--- src/rtl/ram_bist_ctrl.sv ---
// ram_bist_ctrl: built-in self-test controller for a 32x8 single-port
// synchronous RAM. After a start pulse it writes a pattern to every
// address, reads it back and compares. It then repeats this with the
// inverted pattern and reports pass/fail, the first failing address and
// data, and a saturating error count.
//
// Ports:
//   clk, rst     clock (posedge), synchronous active-high reset
//   start        single-cycle run request; ignored while busy
//   mem_addr     RAM address
//   mem_wdata    RAM write data
//   mem_wr_rd    1 = write, 0 = read
//   mem_rdata    RAM registered read data, valid the cycle after a read
//   busy         test in progress
//   done         level; results valid until the next start or rst
//   pass         1 iff no mismatches were seen (valid with done)
//   fail_addr    address of the first mismatch
//   fail_data    data read at the first mismatch
//   err_count    mismatch count, saturating at 255
module ram_bist_ctrl #(
  parameter int                ADDR_W  = 5,
  parameter int                DATA_W  = 8,
  parameter logic [DATA_W-1:0] PATTERN = 8'hA5
) (
  input  logic              clk,
  input  logic              rst,
  input  logic              start,
  output logic [ADDR_W-1:0] mem_addr,
  output logic [DATA_W-1:0] mem_wdata,
  output logic              mem_wr_rd,
  input  logic [DATA_W-1:0] mem_rdata,
  output logic              busy,
  output logic              done,
  output logic              pass,
  output logic [ADDR_W-1:0] fail_addr,
  output logic [DATA_W-1:0] fail_data,
  output logic [7:0]        err_count
);

  localparam logic [2:0] S_IDLE = 3'd0;
  localparam logic [2:0] S_WR_A = 3'd1;
  localparam logic [2:0] S_RD_A = 3'd2;
  localparam logic [2:0] S_WR_B = 3'd3;
  localparam logic [2:0] S_RD_B = 3'd4;
  localparam logic [2:0] S_DONE = 3'd5;

  // Pass A writes {0,a}^PATTERN, pass B writes its complement.
  function automatic logic [DATA_W-1:0] exp_data(input logic [ADDR_W-1:0] a,
                                                 input logic pass_b);
    logic [DATA_W-1:0] v;
    v = DATA_W'(a) ^ PATTERN;
    return pass_b ? ~v : v;
  endfunction

  function automatic logic [7:0] sat_inc(input logic [7:0] c);
    return (c == 8'hFF) ? c : c + 8'd1;
  endfunction

  logic [2:0]        state_q, state_d;
  logic [ADDR_W-1:0] addr_q, addr_d;
  logic              drain_q, drain_d;
  logic              busy_q, busy_d;
  logic              done_q, done_d;
  logic              pass_q, pass_d;
  logic [ADDR_W-1:0] fail_addr_q, fail_addr_d;
  logic [DATA_W-1:0] fail_data_q, fail_data_d;
  logic [7:0]        err_q, err_d;
  logic [DATA_W-1:0] wdata_q, wdata_d;
  logic              wr_rd_q, wr_rd_d;
  logic              cmp_vld_p1_q, cmp_vld_p1_d;
  logic [ADDR_W-1:0] cmp_addr_p1_q, cmp_addr_p1_d;
  logic              cmp_b_p1_q, cmp_b_p1_d;
  logic              mismatch;

  always_comb begin
    state_d       = state_q;
    addr_d        = addr_q;
    drain_d       = drain_q;
    busy_d        = busy_q;
    done_d        = done_q;
    pass_d        = pass_q;
    fail_addr_d   = fail_addr_q;
    fail_data_d   = fail_data_q;
    err_d         = err_q;
    cmp_vld_p1_d  = 1'b0;
    cmp_addr_p1_d = addr_q;
    cmp_b_p1_d    = (state_q == S_RD_B);

    // Compare stage: read data for the address issued last cycle.
    mismatch = cmp_vld_p1_q && (mem_rdata != exp_data(cmp_addr_p1_q, cmp_b_p1_q));
    if (mismatch) begin
      err_d = sat_inc(err_q);
      if (err_q == 8'd0) begin
        fail_addr_d = cmp_addr_p1_q;
        fail_data_d = mem_rdata;
      end
    end

    case (state_q)
      S_IDLE, S_DONE: begin
        if (start) begin
          state_d     = S_WR_A;
          addr_d      = '0;
          drain_d     = 1'b0;
          busy_d      = 1'b1;
          done_d      = 1'b0;
          pass_d      = 1'b0;
          err_d       = 8'd0;
          fail_addr_d = '0;
          fail_data_d = '0;
        end
      end
      S_WR_A, S_WR_B: begin
        // Counter wraps to 0 exactly as the pass switches to reading.
        addr_d = addr_q + ADDR_W'(1);
        if (addr_q == '1) begin
          state_d = (state_q == S_WR_A) ? S_RD_A : S_RD_B;
        end
      end
      S_RD_A, S_RD_B: begin
        if (!drain_q) begin
          cmp_vld_p1_d = 1'b1;
          addr_d       = addr_q + ADDR_W'(1);
          if (addr_q == '1) drain_d = 1'b1;
        end else begin
          // Drain cycle: no new read, last compare (address max) lands now.
          drain_d = 1'b0;
          if (state_q == S_RD_A) begin
            state_d = S_WR_B;
          end else begin
            state_d = S_DONE;
            busy_d  = 1'b0;
            done_d  = 1'b1;
            pass_d  = (err_d == 8'd0);
          end
        end
      end
      default: begin
        state_d = S_IDLE;
        busy_d  = 1'b0;
      end
    endcase

    wr_rd_d = (state_d == S_WR_A) || (state_d == S_WR_B);
    wdata_d = wr_rd_d ? exp_data(addr_d, state_d == S_WR_B) : '0;
  end

  // Stage p0 -> p1: bus outputs, run status and compare pipeline register.
  always_ff @(posedge clk) begin
    if (rst) begin
      state_q       <= S_IDLE;
      addr_q        <= '0;
      drain_q       <= 1'b0;
      busy_q        <= 1'b0;
      done_q        <= 1'b0;
      pass_q        <= 1'b0;
      fail_addr_q   <= '0;
      fail_data_q   <= '0;
      err_q         <= 8'd0;
      wdata_q       <= '0;
      wr_rd_q       <= 1'b0;
      cmp_vld_p1_q  <= 1'b0;
      cmp_addr_p1_q <= '0;
      cmp_b_p1_q    <= 1'b0;
    end else begin
      state_q       <= state_d;
      addr_q        <= addr_d;
      drain_q       <= drain_d;
      busy_q        <= busy_d;
      done_q        <= done_d;
      pass_q        <= pass_d;
      fail_addr_q   <= fail_addr_d;
      fail_data_q   <= fail_data_d;
      err_q         <= err_d;
      wdata_q       <= wdata_d;
      wr_rd_q       <= wr_rd_d;
      cmp_vld_p1_q  <= cmp_vld_p1_d;
      cmp_addr_p1_q <= cmp_addr_p1_d;
      cmp_b_p1_q    <= cmp_b_p1_d;
    end
  end

  assign mem_addr  = addr_q;
  assign mem_wdata = wdata_q;
  assign mem_wr_rd = wr_rd_q;
  assign busy      = busy_q;
  assign done      = done_q;
  assign pass      = pass_q;
  assign fail_addr = fail_addr_q;
  assign fail_data = fail_data_q;
  assign err_count = err_q;

endmodule

--- config.mk ---
export PLATFORM = sky130hd
export DESIGN_NAME = ram_bist_ctrl
export DESIGN_NICKNAME = d
export VERILOG_FILES = /design/src/rtl/ram_bist_ctrl.sv
export SDC_FILE = /design/constraint.sdc
export NUM_CORES = 1
export LEC_CHECK = 0
export ABC_AREA = 1
export CAP_MARGIN = 40
export CORE_AREA = 3 3 82 84
export CTS_CLUSTER_SIZE = 12
export DETAILED_ROUTE_END_ITERATION = 10
export DIE_AREA = 0 0 85 87
export MAX_ROUTING_LAYER = met4
export SLEW_MARGIN = 20
export SYNTH_ARGS = -nofsm -noshare
export SYNTH_HDL_FRONTEND = slang
export SYNTH_SLANG_ARGS = --single-unit
--- constraint.sdc ---
create_clock -name clk -period 2.5 [get_ports clk]
set_clock_uncertainty 0.15 [all_clocks]
set_input_delay 0.375 -clock clk [delete_from_list [all_inputs] [get_ports clk]]
set_output_delay 0.375 -clock clk [all_outputs]
set_load 0.01 [all_outputs]
==> summary.md <==
| Metric | Value |
|---|---|
| Io pins | 49 |
| DRT iter0 DRCs | 64 |
| Post-synthesis sequential area ratio | 0.3949 |
| Setup ws final | 0.3637 ns |
| Root Buffer | clkbuf_8 |
| CTS buffer count | 5 |
| Largest net degree at the start of global routing | 27 |
| Post-Synthesis Net Count | 358 |
| Vias in the first global route | 2125 |
| Die height | 87 um |
| Count leader, synth | nand2_1 |
| IO buf count | 48 |
| Num Clock Sinks | 48 |
| Worst ir drop on vdd | 0.3762 mV |
| Placer Congestion | 0.8369 |
| Aggregate global routing overflow | 0 |
| Final Hold Fails | 0 |
| Yosys top cell area share | 0.3949 |
| N_diodes | 0 |
| CP required | 2.59 ns |
| Gr usage total | 0.1609 |
| EDFF count, synth | 0 |
| Core Region | 5991 um^2 |
| FF-to-FF Start | mem_addr[0] |
| Rows | 28 |
| LEAKAGE | 0.001287 uW |
| Pre-CTS setup slack | 0.2090 ns |
| CP Max Fanout | 7 |
| Final setup fails | 0 |
| Worst hold path startpoint | fail_addr[4] |
| Startpoint types | flop |
| Met3 routed WL | 208 um |
| Syn_area_per_cell | 7.095 um^2 |
| WL/cell | 11.29 um |
| Clk slew on worst S/H paths | 0.09 ns |
| Cells after Synth | 343 |
| Relative slew margins | 0.6914 |
| Clock buffer depth | 2 |
| Pwr Total | 1692 uW |
| Fillers | 575 |
| CTS tree | built |
| Clk_lat worst skew | 0.30 ns |
| Cells after DPL | 457 |
| Hold Path End | fail_addr[4] |
| Starting Density | 0.4062 |
| Dominant cells by area after synthesis | dfxtp_1, nand2_1, inv_1 |
| Register area | 960.9 um^2 |
| Reg2Reg Setup Slack | 0.36 ns |
| Hold Path Stages | 2 |
| Fraction of layout cells with a size suffix above 1 | 0.09744 |
| Number of antenna violations at the first check in global routing | 0 |
| Vias per cell | 4.639 |
| Area Overhead vs Synth | 27.81% |
| Max-Cap Viols | 0 |
| RR Endpoint | mem_wdata[2] |
| Tightest Pin Transition | 0.4622 ns |
| Max Clk Rate | 468.1 MHz |
| RSZ-0062 raised after global routing | no |
| Critical path class | flop to flop |
| Wl on met1 | 2570 um |
| CTS H-tree lvls | 2 |
| Path type of the worst min-delay path | flop to flop |
| Most used DFF post-synth | dfxtp_1 |
| Power per cell area | 543.9 nW/um^2 |
| Final period util | 0.8545 |
| Synth Warn # | 0 |
| Ys async rst share | 0 |
| Antenna viol nets, final | 0 |
| Max Used Layer | met4 |
| Final Max Slew Viols | 0 |
| Detailed placer's ending HPWL | 3907 um |
| Area of the multi-input gates | 1184 um^2 |
| Critical path startpoint | mem_addr[0] |
| # DRC | 0 |
| Non-Filler Instances | 465 |
| Chip width | 85 um |
| Yosys cell types | 34 |
| Status | completed |
| Post-Route WL | 5250 um |
| Post-Route Setup TNS | 0 ns |
| Post-synth top cells | nand2_1, inv_1, dfxtp_1, nor2_1, nand3_1 |
| Syn Std Cell Area | 2434 um^2 |
| R2r worst-path depth | 9 |
| Tmin final | 2.136 ns |
| Final net count | 404 |
| First-pass iteration count of the detailed router | 4 |
| Area leader, netlist | dfxtp_1 |
| CP endpoint kind | flop |
| Die area | 7395 um^2 |
| CP arrival | 2.23 ns |
| Routed via count | 2157 |
| First-pass GRT wire length | 9542 um |
| Yosys reg bits | 48 |
| WL met2 | 2414 um |
[cell type report]
type / count / area share
clock buffer: 5 / 0.02212
tap: 75 / 0.03017
multi-input combinational: 226 / 0.3805
timing repair buffer: 50 / 0.1593
clock inverter: 3 / 0.02896
inverter: 58 / 0.06999
sequential: 48 / 0.3089
[timing repair]
action,in CTS,in global routing
gates resized for setup,0,1
hold buffers,0,0
endpoints found under the setup margin,0,1
buffers inserted,0,0
[layer usage]
layer,GRT usage,vias to the layer above
met5,-,-
met4,0.04317,0
met3,0.03311,6
met2,0.2648,49
met1,0.2013,932
li1,-,1170
[where the power goes]
group | internal (uW) | switching [uW]
sequential | 777 | 9.76
combinational | 58.7 | 74.0
clock | 500 | 272
[worst max path at each step]
stage / to / slack [ns]
after detailed placement: pass / 0.21
after floorplan: mem_wdata[2] / 0.53
after CTS: mem_wdata[2] / 0.20
after global placement: pass / 0.24
after global routing: mem_wdata[2] / 0.1
final: mem_wdata[2] / 0.36
[cell usage in the layout, fill, tap and decap left out, types with 6 or more instances in the layout]
cell type / synthesis / layout
o21ai_1: 6 / 6
o21ai_0: 6 / 6
xor2_1: 6 / 6
nor2_1: 48 / 48
inv_1: 53 / 53
nand3_1: 23 / 23
a211oi_1: 10 / 10
clkdlybuf4s50_1: 0 / 48
a21oi_1: 19 / 19
dfxtp_1: 48 / 48
nand2_1: 70 / 70
[worst max-delay path, stage by stage (launching register included)]
cell and delay, ns:
dfxtp_1 0.40, ha_1 0.20, nand2_1 0.07, nor2_1 0.11
ha_1 0.29, a21oi_1 0.13, nor3_2 0.20, nand2_2 0.16
or2_0 0.25, a21oi_1 0.12
[per-stage QoR]
stage	hold slack, ns	utilization	instance area (um^2)
global placement	0.2929	0.4919	2947
finish	0.3072	0.5192	3110
global route	0.3246	0.5192	3110
detailed placement	0.2971	0.4919	2947
CTS	0.3138	0.5184	3105
floorplan	0.3024	-	2434
[state kept, by name, summed over array words and instances, names as in the netlist]
| signal | cells |
|---|---|
| busy | 1 |
| cmp_addr_p1_q | 5 |
| cmp_b_p1_q | 1 |
| cmp_vld_p1_q | 1 |
| done | 1 |
| drain_q | 1 |
| err_count | 8 |
| fail_addr | 5 |
| fail_data | 8 |
| mem_addr | 5 |
| mem_wdata | 7 |
| mem_wr_rd | 1 |
| pass | 1 |
| state_q | 3 |
[cells by family (layout without fill, tap and decap cells)]
kind of cell,after synthesis,count (layout),share of synthesized area
AND/OR/NAND/NOR,165,165,0.3064
XOR/XNOR,7,7,0.02519
buffers and inverters,69,116,0.1208
AO/OA/AOI/OAI,50,50,0.1321
adder cells (fa/ha/maj),4,4,0.02057
flip-flops,48,48,0.3949
Power figures use the tool's default switching activity.
